===== config.mk =====
export PLATFORM = sky130hd
export DESIGN_NAME = leaf_out_arbiter_rr
export DESIGN_NICKNAME = d
export VERILOG_FILES = /design/src/rtl/leaf_out_arbiter_rr.sv
export SDC_FILE = /design/constraint.sdc
export NUM_CORES = 1
export LEC_CHECK = 0
export ABC_CLOCK_PERIOD_IN_PS = 17600
export BUFFER_PORTS_ARGS = -buffer_cell sky130_fd_sc_hd__buf_4
export CORE_MARGIN = 10
export CORE_UTILIZATION = 50
export CTS_CLUSTER_DIAMETER = 40
export DETAILED_ROUTE_END_ITERATION = 8
export PLACE_DENSITY = 0.77
export RECOVER_POWER = 50
export SETUP_SLACK_MARGIN = 0.3
export SLEW_MARGIN = 20
export SYNTH_ARGS = -nofsm -noshare
export SYNTH_HDL_FRONTEND = slang
export SYNTH_SLANG_ARGS = --single-unit

===== constraint.sdc =====
create_clock -name clk -period 17.6 [get_ports clk]
set_input_delay 0.88 -clock clk [delete_from_list [all_inputs] [get_ports clk]]
set_output_delay 0.88 -clock clk [all_outputs]
set_load 0.05 [all_outputs]

===== src/rtl/leaf_out_arbiter_rr.sv =====
// leaf_out_arbiter_rr: round-robin arbiter from user streams onto one leaf output packet register,
// with per-port credit flow control and per-port sequence numbering.
module leaf_out_arbiter_rr #(
    parameter int NUM_OUT_PORTS = 6,
    parameter int PAYLOAD_BITS  = 32,
    parameter int NUM_LEAF_BITS = 5,
    parameter int NUM_PORT_BITS = 4,
    parameter int NUM_ADDR_BITS = 7,
    parameter int PACKET_BITS   = 49,
    parameter int CREDIT_BITS   = 8,
    parameter int CREDIT_INIT   = 64
) (
    input  logic                                                clk,
    input  logic                                                reset_n,
    input  logic [NUM_OUT_PORTS*PAYLOAD_BITS-1:0]               din_leaf_user2interface,
    input  logic [NUM_OUT_PORTS-1:0]                            vld_user2interface,
    output logic [NUM_OUT_PORTS-1:0]                            ack_interface2user,
    input  logic [NUM_OUT_PORTS*(NUM_LEAF_BITS+NUM_PORT_BITS)-1:0] dst_cfg,
    input  logic                                                credit_vld,
    input  logic [NUM_PORT_BITS-1:0]                            credit_port,
    input  logic [CREDIT_BITS-1:0]                              credit_amount,
    input  logic                                                stall,
    input  logic                                                resend,
    output logic [PACKET_BITS-1:0]                              dout_leaf_interface2bft,
    output logic [NUM_OUT_PORTS-1:0]                            credit_empty
);
    localparam int DST_BITS = NUM_LEAF_BITS + NUM_PORT_BITS;
    localparam int IDX_BITS = NUM_OUT_PORTS > 1 ? $clog2(NUM_OUT_PORTS) : 1;

    if (PACKET_BITS != 1 + NUM_LEAF_BITS + NUM_PORT_BITS + NUM_ADDR_BITS + PAYLOAD_BITS) begin : g_bad_packet
        $error("PACKET_BITS must equal 1+NUM_LEAF_BITS+NUM_PORT_BITS+NUM_ADDR_BITS+PAYLOAD_BITS");
    end
    if (NUM_OUT_PORTS < 1 || NUM_OUT_PORTS > 16) begin : g_bad_ports
        $error("NUM_OUT_PORTS must be in 1..16");
    end

    logic [PAYLOAD_BITS-1:0]  din_a [NUM_OUT_PORTS];
    logic [DST_BITS-1:0]      dst_a [NUM_OUT_PORTS];
    logic [IDX_BITS-1:0]      last_grant_q, last_grant_d, grant_idx;
    logic [IDX_BITS:0]        cand_w;
    logic [NUM_ADDR_BITS-1:0] seq_q [NUM_OUT_PORTS];
    logic [NUM_ADDR_BITS-1:0] seq_d [NUM_OUT_PORTS];
    logic [CREDIT_BITS-1:0]   credit_q [NUM_OUT_PORTS];
    logic [CREDIT_BITS-1:0]   credit_d [NUM_OUT_PORTS];
    logic [CREDIT_BITS:0]     credit_sum;
    logic [NUM_OUT_PORTS-1:0] credit_empty_q, credit_empty_d;
    logic [PACKET_BITS-1:0]   dout_q, dout_d;
    logic                     load, found;

    for (genvar g = 0; g < NUM_OUT_PORTS; g++) begin : g_unpack
        assign din_a[g] = din_leaf_user2interface[g*PAYLOAD_BITS +: PAYLOAD_BITS];
        assign dst_a[g] = dst_cfg[g*DST_BITS +: DST_BITS];
    end

    always_comb begin
        load      = reset_n && !stall && !resend;
        found     = 1'b0;
        grant_idx = '0;
        cand_w    = '0;
        for (int k = 1; k <= NUM_OUT_PORTS; k++) begin
            cand_w = {1'b0, last_grant_q} + (IDX_BITS+1)'(k);
            if (cand_w >= (IDX_BITS+1)'(NUM_OUT_PORTS))
                cand_w = cand_w - (IDX_BITS+1)'(NUM_OUT_PORTS);
            if (!found && vld_user2interface[cand_w[IDX_BITS-1:0]] && credit_q[cand_w[IDX_BITS-1:0]] != '0) begin
                found     = 1'b1;
                grant_idx = cand_w[IDX_BITS-1:0];
            end
        end
        found = found && load;
        ack_interface2user = '0;
        if (found)
            ack_interface2user[grant_idx] = 1'b1;
        last_grant_d = found ? grant_idx : last_grant_q;
        dout_d = !load ? dout_q :
                 found ? {1'b1, dst_a[grant_idx], seq_q[grant_idx], din_a[grant_idx]} : '0;
        credit_sum = '0;
        for (int i = 0; i < NUM_OUT_PORTS; i++) begin
            // return and grant combine before saturating so a full counter still nets correctly
            credit_sum = {1'b0, credit_q[i]}
                       + ((credit_vld && int'(credit_port) == i) ? {1'b0, credit_amount} : '0)
                       - (CREDIT_BITS+1)'(found && int'(grant_idx) == i);
            credit_d[i]       = credit_sum[CREDIT_BITS] ? '1 : credit_sum[CREDIT_BITS-1:0];
            credit_empty_d[i] = credit_d[i] == '0;
            seq_d[i]          = seq_q[i] + NUM_ADDR_BITS'(found && int'(grant_idx) == i);
        end
    end

    always_ff @(posedge clk or negedge reset_n) begin
        if (!reset_n) begin
            last_grant_q   <= IDX_BITS'(NUM_OUT_PORTS - 1);
            dout_q         <= '0;
            credit_empty_q <= {NUM_OUT_PORTS{CREDIT_INIT == 0}};
            for (int i = 0; i < NUM_OUT_PORTS; i++) begin
                seq_q[i]    <= '0;
                credit_q[i] <= CREDIT_BITS'(CREDIT_INIT);
            end
        end else begin
            last_grant_q   <= last_grant_d;
            dout_q         <= dout_d;
            credit_empty_q <= credit_empty_d;
            seq_q          <= seq_d;
            credit_q       <= credit_d;
        end
    end

    assign dout_leaf_interface2bft = resend ? '0 : dout_q;
    assign credit_empty            = credit_empty_q;
endmodule


# [Word level (Yosys, flattened, before mapping)]
# Index checks and enable logic that the tools add are counted.
[totals] out_inout_bits=61 in_bits=269 ff_bits=148 elab_cells=205
[classes] n_eq_ne=10 magnitude_cmp=21 n_bitwise=7 n_mux=74 addsub=30 reduce_logical=48
[op_table] operator="$mux W8" n=24
[op_table] operator="$bmux W8 S3" n=6
[op_table] operator="$mux W49" n=2
[op_table] operator="$bmux W32 S3" n=1
[op_table] operator="$mux W32" n=2
[op_table] operator="$add A8 B8 Y9" n=6
[op_table] operator="$sub A9 B1 Y9" n=6
[op_table] operator="$logic_not A8 Y1" n=6
[op_table] operator="$reduce_bool A8 Y1" n=6
[op_table] operator="$add A7 B1 Y7" n=6
[op_table] operator="$mux W3" n=12
[op_table] operator="$ge A4 B4 Y1 const B" n=7
[op_table] operator="$lt A3 B4 Y1 const B" n=7
[op_table] operator="$not A3 Y4" n=7
[op_table] operator="$bmux W9 S3" n=1
[op_table] operator="$logic_and A1 B1 Y1" n=27
[op_table] operator="$ge A4 B3 Y1 const B" n=6
[op_table] operator="$bmux W7 S3" n=1
[op_table] operator="$bmux W1 S3" n=6
[op_table] operator="$mux W9" n=2
[op_table] operator="$sub A3 B3 Y3 const B" n=6
[op_table] operator="$mux W7" n=2
[op_table] operator="$mux W1" n=13
[op_table] operator="$add A3 B3 Y4 const B" n=3
[op_table] operator="other kinds (13)" n=25

# [Logic depth before layout (Yosys ltp)]
# Gate-level depths: netlist (run 1).
[depth] ltp_word=35 ltp_mapped=30 ltp_nobuf=26

# [Worst setup path before layout (run 1)]
# Ideal clock, no wire load.
[synth_timing] kind="register to register" from="register last_grant_q[0]" to="register credit_empty_q[4], in the netlist credit_empty[4]" slack_ns=11.159 required_time_ns=17.514 setup_ns=0.086 t_arrival_ns=6.354 stages_incl_launch_ff=28 period_less_slack_ns=6.441 n_path_buf=3 cell_sequence="dfstp_2 -> buf_2 -> clkinv_1 -> ha_1 -> buf_2 -> clkbuf_1 -> a21oi_1 -> a31oi_1 -> nor3b_1 -> a211oi_1 -> a21o_1 -> nand3_1 -> nand2_1 -> nor3_1 -> xnor2_1 -> ha_1 -> inv_1 -> fa_1 -> nor2b_1 -> o21ai_0 -> nand2b_1 -> a21oi_1 -> o21bai_1 -> a21o_1 -> a21oi_1 -> xor2_1 -> o21ai_0 -> nor3_1"
[synth_lines] element="start, declared" line_no="39" source="logic [IDX_BITS-1:0] last_grant_q, last_grant_d, grant_idx;"
[synth_lines] element="start signal, assigned" line_no="90" source="last_grant_q <= IDX_BITS'(NUM_OUT_PORTS - 1);"
[synth_lines] element="start signal, assigned" line_no="98" source="last_grant_q <= last_grant_d;"
[synth_lines] element="end signal, assigned" line_no="92" source="credit_empty_q <= {NUM_OUT_PORTS{CREDIT_INIT == 0}};"
[synth_lines] element="end signal, assigned" line_no="100" source="credit_empty_q <= credit_empty_d;"
[synth_lines] element="end, declared" line_no="46" source="logic [NUM_OUT_PORTS-1:0] credit_empty_q, credit_empty_d;"

==> impl_metrics.yaml, run 1 <==
die:
  floorplan.initialDensity: 0.5072
  die_y_um: 179.6
  coreArea_mm2: 0.02511
  die_area_mm2: 0.03225
  die_w_um: 179.6
  rows: 58
  ios: 330
sta:
  slew_headroom: -1.987
  fin_crit_ps: 8539
  finalHoldViolations: 0
  tns_ps: 0
  fin_crit_sh: 0.4851
  fmax_ghz: 0.1171
  rsz0062_at_grt: "false"
  finalClockSkew_ps: 8.968
  setup_slack_ps: 9061
  drv_slew: 203
  setup_viol: 0
  worst_slew_pin_slew_ps: 4480
pwr:
  p_int_mw: 1.729
  netSwitchingPower_mw: 1.908
  swShare: 0.5246
  power.density_mw_per_mm2: 230.6
  vdd_ir_drop_max_uv: 200.9
  leakagePower_nw: 7.829
  combPwrFrac: 0.745
  p_clk_frac: 0.104
  seqPwrFrac: 0.151
routing:
  drt-vias-per-instance: 5.917
  drt-initial-drc-count: 1147
  ant_nets: 0
  drc_errors: 0
  routed_wl_mm: 45.69
  routed-via-count: 12300
  routedWlPerCell_um: 21.99
  drt_pass1_iterations: 5
outcome:
  violations: "capacitance limit, slew limit"
  status: "finished, violations left"
worst_setup_path:
  critPathLaunchType: "input pin"
  r2r_start: "last_grant_q[0]"
  arrival_ps: 8880
  r2r_cells: 27
  cp_max_fo: 82
  reg2reg_slack_ps: 9730
  crit_required_ps: 17940
  worstSetupPathType: "in -> reg"
  cp_slowest_cell: "clkbuf_1"
  cpPeakStageDelay_ps: 3090
  path_cells: "clkbuf_1 > or3b_2 > buf_4 > inv_1 > o41ai_4 > buf_4 > nor3_2 > nand3_1 > inv_2 > xnor2_1 > ha_1 > inv_1 > fa_1 > nor2b_1 > o21ai_0 > nand2b_1 > a21oi_1 > o21bai_1 > a21o_1 > a21oi_1 > xor2_1 > o21ai_0 > nor3_1"
  end_kind: "flop"
  reg2reg_to: "credit_empty[2]"
place:
  place_congestion: 0.9821
  port_buffers: 329
  post-place-ws_ps: 9863
  hpwl_mm: 34.86
grt:
  grt_max_degree: 97
  grt.total_usage: 0.2694
  grt_pass1_vias: 12170
  grt_pass1_wl_mm: 70.39
  grt_overflow: 0
  antenna_found_initial: 1
worst_hold_path:
  min-delay-start: "dout_q[48]"
  min_path_cells: 2
  hold_class: "reg -> reg"
  whs_endpoint: "dout_q[48]"
clock_tree:
  cts_tree: "done"
  cts_sinks: 148
  h-tree-depth: 4
  clk_pin_slew_ps: 60
  insertion_delay_ps: 430
  cts_setup_buffers: 0
  clk_path_buf_depth: 2
  hold_buffers: 0
  postCtsResizedCells: 0
  cts_root_buf: "clkbuf_16"
  cts_buffers: 17
logic_synthesis:
  synth_nets: 1855
  synth_cells: 1471
  ys_seq_area_frac: 0.2916
  synth_cell_type_count: 75
  ys.flop_type: "dfrtp_1"
  synth_area_mm2: 0.01273
  synth_edf_count: 0
  synth.avg_cell_area_um2: 8.657
  yosysWarnings: 0
  async_reset_ff_frac: 1.000
  ys_ff_latch: 148
final_layout:
  nets: 2118
  fill_cells: 2206
  syn_to_final_growth_pct: 23.82
  most-common-layout-cells: "307 x buf_4, 167 x nand2_1, 152 x inv_1, 140 x dfrtp_1, 109 x ha_1"
  drive_gt1_frac: 0.2125
  layout_commonest_cell: "buf_4"
run:
  maxCapViolCount: 3
-- state kept, by name, indices dropped and copies added (netlist names) --
register / cells
credit_empty: 6
credit_q: 48
last_grant_q: 3
seq_q: 42
dout_q: 49
-- cells by family after synthesis --
kind of cell | after synthesis | share of synthesized area
buffers and inverters | 249 | 0.08017
XOR/XNOR | 78 | 0.05424
AND/OR/NAND/NOR | 441 | 0.1793
AO/OA/AOI/OAI | 389 | 0.2357
multiplexers | 51 | 0.04244
flip-flops | 148 | 0.2916
adder cells (fa/ha/maj) | 115 | 0.1165
-- metrics by stage --
| stage | cells | area (um^2) | utilization | hold slack, ps | total power, mW |
|---|---|---|---|---|---|
| final | 2078 | 15770 | 0.6280 | 476.6 | 3.636 |
| after global routing | 2077 | 15770 | 0.6279 | 502.7 | 3.914 |
| after CTS | 2076 | 15890 | 0.6327 | 481.5 | 3.619 |
| after detailed placement | 2045 | 15290 | 0.6088 | 463.4 | 3.225 |
| after global placement | 2045 | 15290 | 0.6088 | 454.7 | 3.180 |
| after floorplan | 1471 | 12730 | - | 437.5 | 2.631 |
-- Yosys cell counts, drive strengths merged, types with 6 or more instances --
library cell / instances / area (um^2)
nand2: 169 / 636.9
inv: 153 / 574.3
dfrtp: 140 / 3503
ha: 109 / 1364
a21boi: 90 / 675.7
and3: 67 / 419.2
nor2b: 66 / 412.9
clkbuf: 64 / 240.2
a21oi: 60 / 307.8
xnor2: 52 / 463.0
mux2i: 49 / 503.0
o221ai: 45 / 394.1
o32ai: 44 / 385.4
a311o: 43 / 430.4
nand3: 35 / 187.7
buf: 31 / 202.7
xor2: 26 / 227.7
o21ai: 25 / 140.1
nor2: 23 / 88.84
nand2b: 21 / 131.4
nor3: 20 / 110.1
nor4: 18 / 137.6
o21bai: 18 / 135.1
a21o: 17 / 127.6
nand4: 10 / 62.56
dfstp: 8 / 210.2
a211oi: 7 / 52.55
fa: 6 / 120.1
-- critical path: cells and delay by family --
kind	cells	cell delay, ps
xor gates and xnor gates	2	580
AOI/OAI and AO/OA	7	870
adders and majority gates	2	590
and+or+nand+nor	6	1830
buffers and inverters	6	4050
-- metal layers --
layer  global-route usage  wire [um]
met3              0.05422       3040
met4              0.09163       1382
met2               0.4445      22010
met5                    0          0
met1               0.3444      19250
-- worst max-delay path by stage --
stage / slack [ps] / cells past startpoint / to / startpoint
2_1_floorplan: 11160 / 27 / credit_empty[4] / last_grant_q[0]
3_3_place_gp: 10100 / 27 / credit_empty[2] / last_grant_q[0]
3_5_place_dp: 9860 / 27 / credit_empty[2] / last_grant_q[0]
4_1_cts: 9810 / 27 / credit_empty[2] / last_grant_q[0]
5_1_grt: 7980 / 23 / credit_empty[0] / reset_n
6_report: 9060 / 23 / credit_empty[0] / reset_n
-- final cells by class --
type | instances | area, um^2 | area share
multi-input combinational | 1074 | 8034 | 0.5095
sequential | 148 | 3714 | 0.2355
timing repair buffer | 339 | 2425 | 0.1538
inverter | 154 | 578.1 | 0.03666
clock buffer | 20 | 446.7 | 0.02833
tap | 330 | 412.9 | 0.02619
clock inverter | 11 | 152.6 | 0.009681
antenna | 2 | 5.005 | 0.0003174
-- power by group through the flow --
stage | Sequential [mW] | Combinational, mW | Clock, mW
6_report | 0.548 | 2.71 | 0.378
2_1_floorplan | 0.519 | 2.11 | 0
4_1_cts | 0.546 | 2.69 | 0.383
3_5_place_dp | 0.552 | 2.67 | 0
5_1_grt | 0.562 | 2.95 | 0.398
3_3_place_gp | 0.548 | 2.63 | 0
No activity file was read; power rests on OpenSTA's default activity.
==> run 2: changes to the inputs <==
--- a/config.mk
+++ b/config.mk
@@ -5,13 +5,13 @@
 export SDC_FILE = /design/constraint.sdc
 export NUM_CORES = 1
 export LEC_CHECK = 0
-export ABC_CLOCK_PERIOD_IN_PS = 17600
+export ABC_CLOCK_PERIOD_IN_PS = 7010
 export BUFFER_PORTS_ARGS = -buffer_cell sky130_fd_sc_hd__buf_4
 export CORE_MARGIN = 10
 export CORE_UTILIZATION = 50
 export CTS_CLUSTER_DIAMETER = 40
 export DETAILED_ROUTE_END_ITERATION = 8
-export PLACE_DENSITY = 0.77
+export PLACE_DENSITY = 0.8
 export RECOVER_POWER = 50
 export SETUP_SLACK_MARGIN = 0.3
 export SLEW_MARGIN = 20
==> constraint.sdc (replaced) <==
create_clock -name clk -period 7.01 [get_ports clk]
set_input_delay 0.3505 -clock clk [delete_from_list [all_inputs] [get_ports clk]]
set_output_delay 0.3505 -clock clk [all_outputs]
set_load 0.05 [all_outputs]
==> run 2 against run 1 <==
- die area unchanged
- sequential cell count unchanged
- clock skew about the same
- design area increased by 0.70%
- count of clock-buffer cells in the layout increased by 2
- global-route usage increased by 0.38 points
- sequential power increased by 140%
- sequential share of layout area decreased by 0.16 points
- non-clock buffer count increased by 13
- the flow finishes with violations (DRC, capacitance limit, slew limit)
- critical path depth increased by 2
- critical path type is now reg -> reg
==> impl_metrics.yaml, run 2 (same netlist as run 1, synthesis figures left out) <==
outcome:
  status: "finished, violations left"
  violations: "DRC, capacitance limit, slew limit"
final_layout:
  drive_gt1_frac: 0.2103
  most-common-layout-cells: "293 x buf_4, 165 x nand2_1, 152 x inv_1, 140 x dfrtp_1, 107 x ha_1"
  reg_top3: "dout_q (49), credit_q (48), seq_q (42)"
  nets: 2131
  layout_commonest_cell: "buf_4"
  largest_reg_flops: 49
  utilization: 0.6324
  fill_cells: 2242
  syn_to_final_growth_pct: 24.68
  regMostFlops: "dout_q"
  design_area_mm2: 0.01588
clock_tree:
  cts_sinks: 148
  clk_pin_slew_ps: 60
  h-tree-depth: 4
  cts_buffers: 17
  cts_tree: "done"
  insertion_delay_ps: 430
  clk_path_buf_depth: 2
  cts_root_buf: "clkbuf_16"
worst_setup_path:
  r2r_cells: 25
  cp_max_fo: 11
  worstSetupPathType: "reg -> reg"
  arrival_ps: 6710
  critPathLaunchType: "flop"
  end_kind: "flop"
  reg2reg_to: "credit_empty[1]"
  r2r_start: "last_grant_q[2]"
  reg2reg_slack_ps: 640
  crit_required_ps: 7350
die:
  coreArea_mm2: 0.02511
  die_y_um: 179.6
  die_w_um: 179.6
  rows: 58
  ios: 330
  die_area_mm2: 0.03225
  floorplan.initialDensity: 0.5072
worst_hold_path:
  hold_class: "in -> reg"
  whs_endpoint: "dout_q[23]"
  min_path_cells: 3
  min-delay-start: "din_leaf_user2interface[183]"
routing:
  ant_nets: 0
  routed-via-count: 12600
  drt-initial-drc-count: 1086
  drt_pass1_iterations: 7
  drc_errors: 4
  routedWlPerCell_um: 22.10
  drt-vias-per-instance: 6.021
  routed_wl_mm: 46.26
place:
  place_congestion: 0.9423
  port_buffers: 329
  post-place-ws_ps: 289.7
  hpwl_mm: 35.29
  place_area_mm2: 0.01535
grt:
  grt_pass1_wl_mm: 71.03
  grt_overflow: 0
  grt_max_degree: 125
  grt_pass1_vias: 12220
  grt.total_usage: 0.2732
  antenna_found_initial: 6
sta:
  setup_slack_ps: 640.5
  whs_ps: 245.8
  rsz0062_at_grt: "true"
  drv_slew: 157
  slew_headroom: -1.646
  setup_viol: 0
  fin_crit_ps: 6369
  finalClockSkew_ps: 8.956
  fmax_ghz: 0.1570
  fin_crit_sh: 0.9086
  tns_ps: 0
  finalHoldViolations: 0
  worst_slew_pin_slew_ps: 3968
pwr:
  power.density_mw_per_mm2: 586.3
  leakagePower_nw: 7.812
  vdd_ir_drop_max_uv: 498.8
run:
  maxCapViolCount: 3
## run 2: cell types whose count changed in the layout (fill, tap and decap cells not counted), sizes merged
cell | before | now
buf | 307 | 294
clkbuf | 52 | 79
clkinvlp | 3 | 2
bufinv | 3 | 4
inv | 154 | 153
dlygate4sd3 | 0 | 1
diode | 2 | 4
clkinv | 5 | 4
## run 2: stage by stage
stage | total power, mW | cells
floorplan | 6.606 | 1471
global placement | 7.996 | 2053
detailed placement | 8.155 | 2053
CTS | 9.172 | 2085
global route | 10.00 | 2092
finish | 9.310 | 2093
## run 2: per-layer routing
layer  GRT usage  wire length (um)  vias to the layer above
met5           0                37                        -
met3     0.04940              3424                       85
met1      0.3506             19020                     6104
met2      0.4460             22060                      571
met4      0.1092              1714                        4
li1            -                 -                     5838
## run 2: worst max path at each step
stage                 endpoint            start  slack, ps
6_report       credit_empty[1]  last_grant_q[2]        640
4_1_cts        credit_empty[3]  last_grant_q[0]        390
2_1_floorplan  credit_empty[4]  last_grant_q[0]        570
3_3_place_gp   credit_empty[3]  last_grant_q[0]        650
3_5_place_dp   credit_empty[2]  last_grant_q[0]        290
5_1_grt        credit_empty[0]  last_grant_q[2]        230
## run 2: report_power, final
part           internal [mW]  switching (mW)  total [mW]
logic                   2.66            4.32        6.99
registers               1.17           0.173        1.34
clock network          0.612           0.366       0.979
total                   4.45            4.86        9.31
## run 2: final cells by class
type	instances	area [um^2]	share of cell area
Multi-Input combinational cell	1074	8110	0.5108
Sequential cell	148	3714	0.2339
Timing Repair Buffer	352	2435	0.1533
Inverter	154	578.1	0.03641
Clock buffer	22	464.2	0.02924
Tap cell	330	412.9	0.02600
Clock inverter	9	153.9	0.009693
Antenna cell	4	10.01	0.0006304
## run 2: repair_timing
action                                  in CTS  in global routing
hold buffers                                 1                  0
endpoints found under the setup margin       1                 46
buffers inserted                             0                  4
pin swaps                                    0                  3
gates resized for setup                      1                 13
endpoints found under the hold margin       37                  0
## run 2: worst max-delay path: stages (launching register included)
cell	delay [ps]
dfstp_2	650
inv_1	160
ha_1	390
a211oi_1	330
xnor2_1	170
nor3_1	290
o31ai_1	170
nor2_1	260
nand3_4	180
or3b_1	480
a21o_1	320
or3_1	520
xor2_1	200
ha_1	190
inv_1	60
fa_1	380
nor2b_1	150
o21ai_0	90
nand2b_1	120
a21oi_1	80
o21bai_1	210
a21o_1	150
a21oi_1	90
xor2_2	280
o21ai_0	180
nor3_1	210
==> run 3: changes to the inputs <==
--- a/config.mk
+++ b/config.mk
@@ -5,8 +5,10 @@
 export SDC_FILE = /design/constraint.sdc
 export NUM_CORES = 1
 export LEC_CHECK = 0
+export ABC_AREA = 1
 export ABC_CLOCK_PERIOD_IN_PS = 7010
 export BUFFER_PORTS_ARGS = -buffer_cell sky130_fd_sc_hd__buf_4
+export CORE_ASPECT_RATIO = 1.2
 export CORE_MARGIN = 10
 export CORE_UTILIZATION = 50
 export CTS_CLUSTER_DIAMETER = 40
==> run 3 against run 2 <==
- utilization is 0.68 points lower
- routed wire length is 2.7% lower
- critical path type unchanged
- global-route usage is 1.4 points lower
- register-to-register slack better by 210 ps
- highest routed layer is now met4
- sequential share of layout area is 0.78 points lower
- count of clock-buffer cells in the layout is 3 lower
- clock skew is 0.74 ps higher
- die area is 4.1% higher
- area after synthesis is 4.5% higher
- the run ends with capacitance limit, slew limit left
- sequential cell count stayed put
- final cell count is 28% higher
==> impl_metrics.yaml, run 3 <==
clock_tree:
  cts_tree: "done"
  cts_root_buf: "clkbuf_16"
  cts_buffers: 17
  clk_path_buf_depth: 2
  cts_sinks: 148
  clk_pin_slew_ps: 70
  h-tree-depth: 4
  insertion_delay_ps: 440
die:
  ios: 330
  floorplan.initialDensity: 0.5067
  die_w_um: 168.9
  coreArea_mm2: 0.02627
  die_y_um: 198.7
  rows: 65
  die_area_mm2: 0.03357
place:
  post-place-ws_ps: 603.0
  place_inst: 2631
  place_congestion: 0.9138
  hpwl_mm: 34.90
  port_buffers: 329
final_layout:
  largest_reg_flops: 49
  layout_commonest_cell: "nand2_1"
  reg_top3: "dout_q (49), credit_q (48), seq_q (42)"
  nets: 2703
  final_cell_count_no_fill: 2669
  syn_to_final_growth_pct: 23.46
  regMostFlops: "dout_q"
  most-common-layout-cells: "524 x nand2_1, 405 x inv_1, 290 x buf_4, 273 x nand3_1, 139 x dfrtp_1"
  drive_gt1_frac: 0.1732
  fill_cells: 2473
worst_setup_path:
  reg2reg_to: "credit_empty[5]"
  cpPeakStageDelay_ps: 700
  critPathLaunchType: "flop"
  crit_required_ps: 7350
  cp_max_fo: 17
  r2r_start: "last_grant_q[0]"
  cpMostUsedCell: "nand2_1"
  arrival_ps: 6490
  worstSetupPathType: "reg -> reg"
  cp_slowest_cell: "dfstp_2"
  reg2reg_slack_ps: 850
  end_kind: "flop"
  r2r_cells: 36
worst_hold_path:
  min_path_cells: 3
  whs_endpoint: "dout_q[41]"
  min-delay-start: "dst_cfg[38]"
  hold_class: "in -> reg"
sta:
  finalHoldViolations: 0
  finalClockSkew_ps: 9.691
  setup_slack_ps: 854.7
  fin_crit_sh: 0.8781
  fmax_ghz: 0.1625
  slew_headroom: -0.9030
  rsz0062_at_grt: "true"
  worst_slew_pin_slew_ps: 2855
  fin_crit_ps: 6155
  tns_ps: 0
  drv_slew: 166
  setup_viol: 0
logic_synthesis:
  ys_seq_area_frac: 0.2790
  synthTopCellsByArea: "dfrtp_1 26%, nand2_1 15%, inv_1 11%, nand3_1 10%, ha_1 10%"
  synth_adder_area_share: 0.1115
  yosysWarnings: 0
  synth-simple-area-share: 0.3595
  synth-xor-area-share: 0.04465
  synth.avg_cell_area_um2: 6.573
  yosysTopAreaCell: "dfrtp_1"
  synth.most_common_cell: "nand2_1"
  synth_mux_area_frac: 0
  async_reset_ff_frac: 1.000
  synth_common_cells: "526 x nand2_1, 405 x inv_1, 273 x nand3_1"
  synth_top_family_by_area: "simple AND/OR/NAND/NOR gates"
  synth_cell_type_count: 43
  ys_ff_latch: 148
  synth_nets: 2409
  synth_cells: 2025
  synth_edf_count: 0
  ys.flop_type: "dfrtp_1"
  synth_area_mm2: 0.01331
  synth_top_area_frac: 0.2632
  synth_compound_area_frac: 0.05875
routing:
  ant_nets: 0
  drt_pass1_iterations: 6
  drt-vias-per-instance: 5.220
  routed-via-count: 13930
  routedWlPerCell_um: 16.86
  drt-initial-drc-count: 1235
  routed_wl_mm: 44.99
  drc_errors: 0
run:
  maxCapViolCount: 3
grt:
  grt_pass1_wl_mm: 70.88
  antenna_found_initial: 2
  grt_max_degree: 109
  grt.total_usage: 0.2594
  grt_pass1_vias: 13430
  grt_overflow: 0
outcome:
  status: "finished, violations left"
  violations: "capacitance limit, slew limit"
run 3: changes by cell type in the layout (fill, tap and decap cells not counted), moves of 79 or more:
cell and delta:
nand2_1 +359, inv_1 +253, nand3_1 +239, nor2_1 +109, a21boi_0 -79
run 3: worst max path at each step:
stage | startpoint | end | slack [ps] | depth (start not counted)
CTS | last_grant_q[0] | credit_empty[1] | 590 | 35
finish | last_grant_q[0] | credit_empty[5] | 850 | 36
global placement | last_grant_q[0] | credit_empty[3] | 880 | 36
floorplan | last_grant_q[0] | credit_empty[3] | 1210 | 40
global route | last_grant_q[0] | credit_empty[1] | 180 | 36
detailed placement | last_grant_q[0] | credit_empty[1] | 600 | 35
run 3: cells by family after synthesis:
group / Yosys count
compound gates: 137
xor+xnor: 67
fa+ha+maj: 115
buf+inv: 492
flops: 148
simple gates: 1066
run 3: metrics by stage:
step | hold slack [ps] | cell area, um^2 | utilization
after CTS | 135.5 | 16560 | 0.6302
final | 144.4 | 16430 | 0.6256
after global placement | 272.9 | 15960 | 0.6074
after floorplan | 54.91 | 13310 | -
after global routing | 142.7 | 16430 | 0.6256
after detailed placement | 279.5 | 15960 | 0.6074
run 3: area by class of cell:
type / instances / area, um^2 / area share
clock buffers: 19 / 452.9 / 0.02756
diodes: 2 / 5.005 / 0.0003046
flip-flops and latches: 148 / 3715 / 0.2261
well taps: 335 / 419.2 / 0.02551
repair buffers: 349 / 2414 / 0.1469
clock inverters: 13 / 137.6 / 0.008375
multi-input cells: 1385 / 7721 / 0.4698
inverters: 418 / 1569 / 0.09548
run 3: worst max-delay path, delay by kind of cell (launching register included):
kind / cells / cell delay, ps
DFF: 1 / 700
adders and majority gates: 3 / 970
AOI/OAI and AO/OA: 7 / 990
xor gates and xnor gates: 1 / 310
buffers and inverters: 6 / 420
and+or+nand+nor: 19 / 2670
run 3: routing by layer:
metal / vias to the layer above / GRT usage / routed length (um)
met4: 0 / 0.07973 / 1065
met1: 6471 / 0.3016 / 17910
li1: 6892 / - / -
met5: - / 0 / 0
met2: 501 / 0.4726 / 23130
met3: 68 / 0.04442 / 2881
run 3: repair_timing:
action	4_1_cts	5_1_grt
resized for setup	0	10
hold buffers	1	0
setup endpoints to repair	0	41
buffers inserted	0	3
endpoints found under the hold margin	36	0
Power of run 3 is not shown: default switching activity piles up to over one toggle a cycle in this logic, so the estimate is an artifact.
